--- src/rtl/timx_apb_pkg.sv ---
// Shared types for the timer APB initiator.
// State encoding and the response bundle returned to the command side.
package timx_apb_pkg;

    localparam int TIMX_DATA_W = 32;

    localparam logic [1:0] ST_IDLE   = 2'd0;
    localparam logic [1:0] ST_SETUP  = 2'd1;
    localparam logic [1:0] ST_ACCESS = 2'd2;
    localparam logic [1:0] ST_RESP   = 2'd3;

    typedef enum logic [1:0] {
        IDLE   = ST_IDLE,
        SETUP  = ST_SETUP,
        ACCESS = ST_ACCESS,
        RESP   = ST_RESP
    } state_e;

    typedef struct packed {
        logic [TIMX_DATA_W-1:0] rdata;
        logic                   err;
        logic                   timeout;
    } rsp_t;

endpackage

--- src/rtl/timx_apb_wait_timer.sv ---
// Saturating ACCESS wait counter for the timer APB initiator.
// Flags expiry once the count has reached the timeout limit.
module timx_apb_wait_timer
    import timx_apb_pkg::*;
#(
    parameter int unsigned TIMEOUT = 255
) (
    input  logic clk,
    input  logic rst,
    input  logic clr,
    input  logic en,
    output logic expired
);

    localparam logic [15:0] LIMIT = 16'(TIMEOUT);

    logic [15:0] cnt_q;
    logic [15:0] cnt_d;

    // Clear on a new transfer, count wait states, never wrap.
    always_comb begin
        cnt_d = cnt_q;
        if (clr) begin
            cnt_d = '0;
        end else if (en && (cnt_q != 16'hFFFF)) begin
            cnt_d = cnt_q + 16'd1;
        end
    end

    // Counter register.
    always_ff @(posedge clk) begin
        if (rst) begin
            cnt_q <= '0;
        end else begin
            cnt_q <= cnt_d;
        end
    end

    assign expired = (cnt_q >= LIMIT);

endmodule

--- src/rtl/timx_apb_master.sv ---
// APB3 initiator driving single transfers onto the timer bus.
// One command in flight; response held until consumed.
module timx_apb_master
    import timx_apb_pkg::*;
#(
    parameter int          ADDR_W  = 16,
    parameter int          DATA_W  = TIMX_DATA_W,
    parameter int unsigned TIMEOUT = 255
) (
    input  logic              apb_clk,
    input  logic              apb_rst,
    input  logic              cmd_valid,
    output logic              cmd_ready,
    input  logic              cmd_write,
    input  logic [ADDR_W-1:0] cmd_addr,
    input  logic [DATA_W-1:0] cmd_wdata,
    output logic              rsp_valid,
    input  logic              rsp_ready,
    output logic [DATA_W-1:0] rsp_rdata,
    output logic              rsp_err,
    output logic              rsp_timeout,
    output logic              timx_psel,
    output logic              timx_penable,
    output logic              timx_pwrite,
    output logic [ADDR_W-1:0] timx_paddr,
    output logic [DATA_W-1:0] timx_pwdata,
    input  logic [DATA_W-1:0] timx_prdata,
    input  logic              timx_pready,
    input  logic              timx_pslverr
);

    state_e            state_q, state_d;
    logic              pwrite_q, pwrite_d;
    logic [ADDR_W-1:0] paddr_q, paddr_d;
    logic [DATA_W-1:0] pwdata_q, pwdata_d;
    rsp_t              rsp_q, rsp_d;
    logic              cnt_clr;
    logic              cnt_en;
    logic              expired;

    timx_apb_wait_timer #(
        .TIMEOUT(TIMEOUT)
    ) u_wait (
        .clk    (apb_clk),
        .rst    (apb_rst),
        .clr    (cnt_clr),
        .en     (cnt_en),
        .expired(expired)
    );

    // Reset keeps the command side closed so nothing is taken mid-reset.
    assign cmd_ready    = (state_q == IDLE) && !apb_rst;
    assign timx_psel    = (state_q == SETUP) || (state_q == ACCESS);
    assign timx_penable = (state_q == ACCESS);
    assign timx_pwrite  = pwrite_q;
    assign timx_paddr   = paddr_q;
    assign timx_pwdata  = pwdata_q;
    assign rsp_valid    = (state_q == RESP);
    assign rsp_rdata    = DATA_W'(rsp_q.rdata);
    assign rsp_err      = rsp_q.err;
    assign rsp_timeout  = rsp_q.timeout;

    // Transfer sequencing, bus latching and response capture.
    always_comb begin
        state_d  = state_q;
        pwrite_d = pwrite_q;
        paddr_d  = paddr_q;
        pwdata_d = pwdata_q;
        rsp_d    = rsp_q;
        cnt_clr  = 1'b0;
        cnt_en   = 1'b0;
        unique case (state_q)
            IDLE: begin
                if (cmd_valid) begin
                    pwrite_d = cmd_write;
                    paddr_d  = cmd_addr;
                    pwdata_d = cmd_wdata;
                    cnt_clr  = 1'b1;
                    state_d  = SETUP;
                end
            end
            SETUP: begin
                state_d = ACCESS;
            end
            ACCESS: begin
                if (timx_pready) begin
                    rsp_d.rdata   = pwrite_q ? '0 :
                                    TIMX_DATA_W'(timx_prdata);
                    rsp_d.err     = timx_pslverr;
                    rsp_d.timeout = 1'b0;
                    state_d       = RESP;
                end else if (expired) begin
                    rsp_d.rdata   = '0;
                    rsp_d.err     = 1'b1;
                    rsp_d.timeout = 1'b1;
                    state_d       = RESP;
                end else begin
                    cnt_en = 1'b1;
                end
            end
            RESP: begin
                if (rsp_ready) begin
                    state_d = IDLE;
                end
            end
            default: state_d = IDLE;
        endcase
    end

    // State, bus and response registers.
    always_ff @(posedge apb_clk) begin
        if (apb_rst) begin
            state_q  <= IDLE;
            pwrite_q <= 1'b0;
            paddr_q  <= '0;
            pwdata_q <= '0;
            rsp_q    <= '0;
        end else begin
            state_q  <= state_d;
            pwrite_q <= pwrite_d;
            paddr_q  <= paddr_d;
            pwdata_q <= pwdata_d;
            rsp_q    <= rsp_d;
        end
    end

endmodule

--- config.mk ---
export PLATFORM = sky130hd
export DESIGN_NAME = timx_apb_master
export DESIGN_NICKNAME = d
export VERILOG_FILES = /design/src/rtl/timx_apb_pkg.sv /design/src/rtl/timx_apb_wait_timer.sv /design/src/rtl/timx_apb_master.sv
export SDC_FILE = /design/constraint.sdc
export NUM_CORES = 1
export LEC_CHECK = 0
export BUFFER_PORTS_ARGS = -buffer_cell sky130_fd_sc_hd__buf_4
export CORE_AREA = 2 2 100 102
export DETAILED_ROUTE_END_ITERATION = 6
export DIE_AREA = 0 0 102 104
export PLACE_DENSITY_LB_ADDON = 0.1
export SYNTH_ARGS = -nofsm -noshare
export SYNTH_HDL_FRONTEND = slang
export SYNTH_SLANG_ARGS = --single-unit
export TNS_END_PERCENT = 50
--- constraint.sdc ---
create_clock -name apb_clk -period 2.8 [get_ports apb_clk]
set_clock_uncertainty 0.05 [all_clocks]
set_input_delay 0.56 -clock apb_clk [delete_from_list [all_inputs] [get_ports apb_clk]]
set_output_delay 0.56 -clock apb_clk [all_outputs]
set_load 0.01 [all_outputs]
# Word level (Yosys, flattened, before mapping)

Index checks and enable logic that the tools add are counted.

Word-level logic and storage cells: 40
Output and inout port bits: 87
Register bits after elaboration: 101
Input bits: 87

Eq/ne operators: 7
Add/subtract/negate cells: 1
Magnitude comparators: 1
Mux-type cells: 13
Reductions and logical operators: 10

Operator list:

| kind                  | count |
|---|---|
| $mux 34               | 2 |
| $mux 32               | 1 |
| $add 16x1->16 const B | 1 |
| $ge 16x8->1 const B   | 1 |
| $ne 16x16->1 const B  | 1 |
| $mux 2                | 4 |
| $pmux 2 s4            | 1 |
| $mux 1                | 5 |
| $eq 2x2->1 const B    | 2 |
| $reduce_and 2->1      | 2 |
| $ne 3x1->1 const B    | 1 |
| $reduce_and 3->1      | 1 |
| $eq 2x1->1 const B    | 1 |
| $logic_and 1x1->1     | 2 |
| $logic_not 2->1       | 1 |
| $ne 2x1->1 const B    | 1 |
| $ne 2x2->1 const B    | 1 |
| $reduce_bool 2->1     | 1 |
| $reduce_or 2->1       | 1 |
| $logic_not 1->1       | 1 |
| $logic_or 1x1->1      | 1 |

# Depth between registers and ports, before layout

Gate-level depths: netlist (run 1).

Word-level depth: 5
Depth in mapped cells: 8
Mapped depth without buffers: 7

# By module

A second synthesis (run 1) with hierarchy kept.

Cell total of the unflattened synthesis: 489
Area total of the unflattened synthesis: 3958.8 µm²

Modules (own cells, without submodules):

| module              | times used | cells each | seq. area each (µm²) | area an instance (µm²) |
|---|---|---|---|---|
| timx_apb_master     | 1          | 386        | 1701.6               | 3099.2 |
| timx_apb_wait_timer | 1          | 103        | 320.3                | 859.6 |

# Least setup slack after synthesis (run 1)

Ideal clock, no wire load.

Path type: input to register
Start point: input apb_rst
End point: register rsp_q, in the netlist rsp_rdata[21]
Stages: 5
Path buffers: 2
Library setup time: 69 ps
Data arrival time: 1579 ps
Data required time: 2681 ps
Path slack: 1102 ps
Path through: clkbuf_1 -> nor3b_1 -> clkbuf_1 -> nand3_1 -> o21ai_1

RTL lines:

| element              | line                   | RTL |
|---|---|---|
| from (decl)          | timx_apb_master.sv:11  | `input logic apb_rst,` |
| to (signal assigned) | timx_apb_master.sv:123 | `rsp_q <= rsp_d;` |
| to (decl)            | timx_apb_master.sv:36  | `rsp_t rsp_q, rsp_d;` |

# Final worst setup path (run 1)

Start point: register state_q[1]
End point: register u_wait.cnt_q[4]

Word-level cells in the longest chain between the ends: 3
Elaborated cells on any way between the ends: 6
Classes of those cells: 1 x eq/ne; 2 x mux; 3 x reduce/logical

RTL lines:

| element                                              | line                      | RTL |
|---|---|---|
| from (decl)                                          | timx_apb_master.sv:32     | `state_e state_q, state_d;` |
| from (signal assigned)                               | timx_apb_master.sv:119    | `state_q <= state_d;` |
| $eq 2x2->1 or $logic_not 2->1 (tied branches)        | timx_apb_master.sv:72     | `unique case (state_q)` |
| $mux 1                                               | timx_apb_master.sv:72     |  |
| $logic_and 1x1->1 or $reduce_or 2->1 (tied branches) | -                         |  |
| to (signal assigned)                                 | timx_apb_wait_timer.sv:35 | `cnt_q <= cnt_d;` |
| to (decl)                                            | timx_apb_wait_timer.sv:17 | `logic [15:0] cnt_q;` |

Several ways; a longest one is shown, not always the timed one.
A chain may end at the register's enable or synchronous reset.

==> impl_metrics.py, run 1 <==
metrics = {
    "die": {
        "start_util_pct": 38.9,
        "die_x_um": 102,
        "num_io_pins": 174,
        "die_h_um": 104,
        "row_count": 36,
        "design.core.area_um2": 9550,
        "die-area_um2": 10600,
    },
    "final_layout": {
        "final_core_util_pct": 55.7,
        "drive_gt1_share_pct": 33.0,
        "insertedDiodeCount": 0,
        "syn_to_final_growth_pct": 42.9,
        "stdcell_area_um2": 5320,
        "nets": 703,
    },
    "synth": {
        "synth_cells": 452,
        "yosysTopAreaCellShare_pct": 54.4,
        "synth_edf_count": 0,
        "synth-simple-area-share_pct": 23.9,
        "synth_top_family_by_area": "simple AND/OR/NAND/NOR gates",
        "synth_xor_area_share_pct": 0.942,
        "netlist_area_um2": 3720,
        "avgSynthCellArea_um2": 8.23,
        "synthAdderAreaFrac_pct": 1.68,
        "yosys.area.top_type": "dfxtp_1",
        "yosysSeqAreaShare_pct": 54.4,
        "synthesis.nets": 544,
        "synth_common_cells": "nand2_1, dfxtp_1, a21oi_1, nand3_1",
        "synthMostInstantiatedCell": "nand2_1",
        "synthArstFlopShare_pct": 0,
        "synth_mux_area_share_pct": 0.269,
        "synth_ff_type": "dfxtp_1",
        "ys_ff_latch": 101,
        "synth_compound_area_share_pct": 14.0,
        "synth_cell_type_count": 34,
        "yosysWarnings": 0,
        "synth.area.top_cells": "dfxtp_1, nand2_1, a21oi_1",
    },
    "pwr": {
        "ir_drop_v": 0.000341,
        "power.leakage_uw": 0.00236,
        "power_density_nw_per_um2": 696,
    },
    "grt": {
        "antenna_found_initial": 0,
        "track_usage_pct": 17.5,
        "grt_pass1_wl_um": 15200,
        "grt_max_degree": 50,
        "grt_pass1_vias": 3340,
        "grt_overflow": 0,
    },
    "clock_tree": {
        "clockBufferDepth": 2,
        "cts_resized": 0,
        "htree_levels": 3,
        "insertion_delay_ns": 0.35,
        "cts_hold_buf": 0,
        "clk_pin_slew_ns": 0.10,
        "cts_tree": "done",
        "cts-buffers-inserted": 9,
        "root_buffer": "clkbuf_8",
        "clock-sinks": 101,
        "postCtsSetupRepairBufs": 0,
    },
    "detailed_routing": {
        "routedWlPerCell_um": 12.6,
        "remaining_drc_errors": 0,
        "vias": 3512,
        "m1WireLength_um": 4120,
        "dr_wl_met2_um": 4350,
        "dr_wl_met3_um": 774,
        "postRouteAntennaNets": 0,
        "highest_layer": "met4",
        "drt_iter0_drc": 99,
        "first_pass_iters": 4,
        "viasPerCell": 4.69,
        "drt-total-wl_um": 9410,
    },
    "hold_path": {
        "worstHoldEndpoint": "rsp_rdata[17]",
        "hold_depth": 3,
        "worst_hold_startpoint": "timx_prdata[17]",
        "hold_class": "input pin to flip-flop",
    },
    "critical_path": {
        "reg2regPathDepth": 6,
        "slowest_stage": "nand2_2",
        "cp_data_arrival_time_ns": 2.23,
        "worst_r2r_startpoint": "state_q[1]",
        "crit_buf_inv": 1,
        "critical_path.top_delay_family": "simple AND/OR/NAND/NOR gates",
        "regToRegSetupSlack_ns": 0.83,
        "required_ns": 3.05,
        "cp-start-kind": "flip-flop",
        "crit_chain": "inv_1, ha_1, nand2_2, nand2_1, nor2_1, a41o_1",
        "cp_slowest_stage_delay_ns": 0.49,
        "end_kind": "flip-flop",
        "critPathKind": "flip-flop to flip-flop",
        "crit_fanout": 35,
        "r2r-end": "u_wait.cnt_q[4]",
    },
    "sta": {
        "relSlewSlack_pct": 57.6,
        "grt_setup_unrepaired": "false",
        "period_share_pct": 70.5,
        "finalCriticalPeriod_ns": 1.97,
        "slew_violations": 0,
        "fin_hold_ws_ns": 0.359,
        "finalHoldViolations": 0,
        "tightestPinTransition_ns": 0.633,
        "max_freq_ghz": 0.506,
        "tns_ns": 0,
        "setup_viol": 0,
    },
    "place": {
        "hpwl_um": 6610,
        "gp_congestion": 0.795,
        "placed_area_um2": 5090,
        "port_buffers": 173,
    },
    "status": {
        "status": "finished clean",
    },
    "job": {
        "max_cap_viol_count": 0,
    },
}
## cells in the final DEF, fill, tap and decap left out, drive strengths merged, types with 2 or more instances in the layout
cell | netlist | final
a41o | 2 | 2
and3 | 10 | 10
nand3 | 35 | 35
a31oi | 2 | 2
nor2 | 12 | 12
nand4 | 2 | 2
dfxtp | 101 | 101
inv | 5 | 6
xnor2 | 4 | 4
ha | 5 | 5
o21ai | 35 | 35
buf | 7 | 180
nor4 | 2 | 2
a21oi | 51 | 51
nor3 | 3 | 3
nand2 | 138 | 138
bufinv | 0 | 2
clkbuf | 25 | 11
clkinv | 1 | 2
and2 | 2 | 2
## worst min-delay path, cell delays in order
cell     delay (ns)
buf_4          0.08
nand3_1        0.05
o21ai_0        0.06
## per-stage QoR
step | instances | worst slack (ns) | total power (µW)
finish | 749 | 0.825 | 3700
detailed placement | 733 | 0.811 | 2730
floorplan | 452 | 1.10 | 2250
global placement | 733 | 0.890 | 2710
CTS | 749 | 0.801 | 3750
global route | 749 | 0.632 | 3930
## layout make-up
cell class              instances  area [µm²]
fillers                       920        4230
inverters                       6        22.5
multi-input cells             313        1530
flip-flops and latches        101        2020
repair buffers                180        1350
clock inverters                 5        81.3
well taps                     133         166
clock buffers                  11         141
## state kept, by name, indices dropped and copies added, names as in the netlist
signal and count:
rsp_rdata 32, timx_pwrite 1, timx_paddr 16, timx_pwdata 32, u_wait.cnt_q 16, rsp_err 1, state_q 2, rsp_timeout 1
## cell families after synthesis
kind of cell             after synthesis
flip-flops                           101
AO/OA/AOI/OAI                         96
XOR/XNOR                               4
multiplexers                           1
adder cells (fa/ha/maj)                5
buffers and inverters                 38
AND/OR/NAND/NOR                      207
## metal layers
metal  vias up  global-route usage [%]
met5         -                       0
met4         0                    6.95
met2       111                    28.5
met3        13                    5.38
met1      1576                    21.4
li1       1812                       -
## worst max path at each step
stage,cells after the start,start,end,slack (ns)
5_1_grt,6,state_q[0],u_wait.cnt_q[4],0.63
2_1_floorplan,5,apb_rst,rsp_rdata[21],1.10
3_5_place_dp,6,state_q[1],u_wait.cnt_q[4],0.81
6_report,6,state_q[1],u_wait.cnt_q[4],0.83
4_1_cts,4,state_q[1],cmd_ready,0.80
3_3_place_gp,5,cmd_valid,u_wait.cnt_q[6],0.89
## power breakdown
part | switching (µW) | total [µW] | internal [µW]
clock network | 488 | 1020 | 530
logic | 532 | 975 | 443
registers | 95.9 | 1710 | 1610
total | 1120 | 3700 | 2580
No activity file was read; power rests on OpenSTA's default activity.
==> inputs of run 2 (changes only) <==
==> constraint.sdc (replaced) <==
create_clock -name apb_clk -period 1.6 [get_ports apb_clk]
set_clock_uncertainty 0.05 [all_clocks]
set_input_delay 0.32 -clock apb_clk [delete_from_list [all_inputs] [get_ports apb_clk]]
set_output_delay 0.32 -clock apb_clk [all_outputs]
set_load 0.01 [all_outputs]
==> run 2 against run 1 <==
Net effect: the flow now finishes with violations (negative setup slack); cell count rose by 2.7%; clock power increased by 70%; global-route usage increased by 1.0 points; hold slack worse by 0.24 ns.
==> impl_metrics.py, run 2 (same netlist as run 1, synthesis figures left out) <==
metrics = {
    "place": {
        "hpwl_um": 6870,
        "placed_area_um2": 5250,
        "place_ws_ns": -0.0187,
        "gp_congestion": 0.829,
        "port_buffers": 173,
    },
    "final_layout": {
        "layout_commonest_cell": "buf_4",
        "nets": 723,
        "drive_gt1_share_pct": 39.5,
        "mostFrequentLayoutCells": "buf_4, nand2_1, dfxtp_1, a21oi_1, o21ai_1",
        "stdcell_area_um2": 5760,
        "insertedDiodeCount": 0,
        "syn_to_final_growth_pct": 54.8,
    },
    "clock_tree": {
        "clock-sinks": 101,
        "clk_pin_slew_ns": 0.11,
        "cts_tree": "done",
        "insertion_delay_ns": 0.35,
        "htree_levels": 3,
        "cts_hold_buf": 0,
        "root_buffer": "clkbuf_8",
        "clockBufferDepth": 2,
        "cts-buffers-inserted": 9,
    },
    "pwr": {
        "internal_power_uw": 4600,
        "p_comb_share_pct": 30.3,
        "power_frac_clock_pct": 25.5,
        "power_density_nw_per_um2": 1180,
        "switchingPower_uw": 2180,
        "power_uw": 6780,
        "swShare_pct": 32.1,
        "sequentialPowerShare_pct": 44.2,
        "power.leakage_uw": 0.00254,
        "ir_drop_v": 0.000589,
    },
    "die": {
        "design.core.area_um2": 9550,
        "num_io_pins": 174,
        "die_x_um": 102,
        "row_count": 36,
        "die-area_um2": 10600,
        "die_h_um": 104,
        "start_util_pct": 38.9,
    },
    "job": {
        "max_cap_viol_count": 0,
    },
    "detailed_routing": {
        "drt-total-wl_um": 10500,
        "remaining_drc_errors": 0,
        "first_pass_iters": 4,
        "routedWlPerCell_um": 13.6,
        "vias": 3729,
        "viasPerCell": 4.85,
        "drt_iter0_drc": 107,
        "postRouteAntennaNets": 0,
    },
    "hold_path": {
        "hold_class": "input pin to flip-flop",
    },
    "sta": {
        "max_freq_ghz": 0.599,
        "relSlewSlack_pct": 73.0,
        "tightestPinTransition_ns": 0.402,
        "fin_ws_ns": -0.0693,
        "setup_viol": 23,
        "finalHoldViolations": 0,
        "tns_ns": -0.599,
        "slew_violations": 0,
        "period_share_pct": 104,
        "grt_setup_unrepaired": "true",
        "finalCriticalPeriod_ns": 1.67,
    },
    "grt": {
        "grt_overflow": 0,
        "track_usage_pct": 18.5,
        "grt_pass1_vias": 3480,
        "grt_pass1_wl_um": 16200,
        "grt_max_degree": 54,
        "antenna_found_initial": 0,
    },
    "critical_path": {
        "crit_buf_inv": 2,
        "cp-start-kind": "flip-flop",
        "cp_slowest_stage_delay_ns": 0.37,
        "cp_data_arrival_time_ns": 1.91,
        "required_ns": 1.84,
        "crit_chain": "nand4_1, or2_4, a21boi_4, buf_8, clkbuf_16, nand3_1, o21ai_1",
        "crit_fanout": 6,
        "critical_path.top_delay_family": "simple AND/OR/NAND/NOR gates",
        "slowest_stage": "dfxtp_1",
        "end_kind": "flip-flop",
        "critPathKind": "flip-flop to flip-flop",
    },
    "status": {
        "status": "finished with violations",
        "violations": "negative setup slack",
    },
}
run 2: cell count changes in the layout (fill, tap and decap cells not counted), moves of 6 or more:
cell     previous run  this run
nand3_2             0         7
dfxtp_1           101        95
o21ai_1            12        29
o21ai_0            23         3
nand3_1            35        27
buf_4             180       186
run 2: tightest hold or removal path, stage by stage:
cell and delay, ns:
buf_4 0.07, nand3_1 0.05, o21ai_1 0.06
run 2: final cells by class:
cell class                      count  area (µm²)
Clock buffer                        9         124
Inverter                            6        27.5
Sequential cell                   101        2030
Timing Repair Buffer              200        1650
Tap cell                          133         166
Fill cell                         866        3790
Multi-Input combinational cell    313        1670
Clock inverter                      7        87.6
run 2: power by group through the flow:
| stage | clock network [µW] | logic, µW | registers (µW) |
|---|---|---|---|
| 6_report | 1730 | 2050 | 3000 |
| 5_1_grt | 1880 | 2250 | 3040 |
| 4_1_cts | 1780 | 1950 | 2990 |
| 3_5_place_dp | 0 | 1850 | 3040 |
| 3_3_place_gp | 0 | 1840 | 3020 |
| 2_1_floorplan | 0 | 788 | 3160 |
run 2: repair_timing:
item / 4_1_cts / 5_1_grt
resized for setup: 17 / 46
pin swaps: 4 / 9
setup endpoints to repair: 30 / 45
buffers inserted: 3 / 1
endpoints found under the hold margin: 0 / 0
cloned: 1 / 4
run 2: final timing paths:
path              startpoint            end  slack, ns  depth (start not counted)
min          timx_prdata[21]  rsp_rdata[21]       0.12                          3
min reg2reg    rsp_rdata[26]  rsp_rdata[26]       0.40                          2
max reg2reg  u_wait.cnt_q[6]  rsp_rdata[12]      -0.07                          7
max          u_wait.cnt_q[6]  rsp_rdata[12]      -0.07                          7
run 2: through the flow:
stage / utilization, % / hold slack, ns / cells
final: 60.3 / 0.117 / 769
after global placement: 54.9 / 0.387 / 745
after CTS: 58.2 / 0.105 / 765
after floorplan: - / 0.400 / 452
after detailed placement: 54.9 / 0.392 / 745
after global routing: 60.3 / 0.103 / 769
run 2: metal layers:
metal	vias up	GRT usage, %	wire length, µm
met5	-	0	0
met1	1728	23.4	4370
met3	10	6.12	825
li1	1861	-	-
met4	0	4.67	123
met2	130	30.3	5170
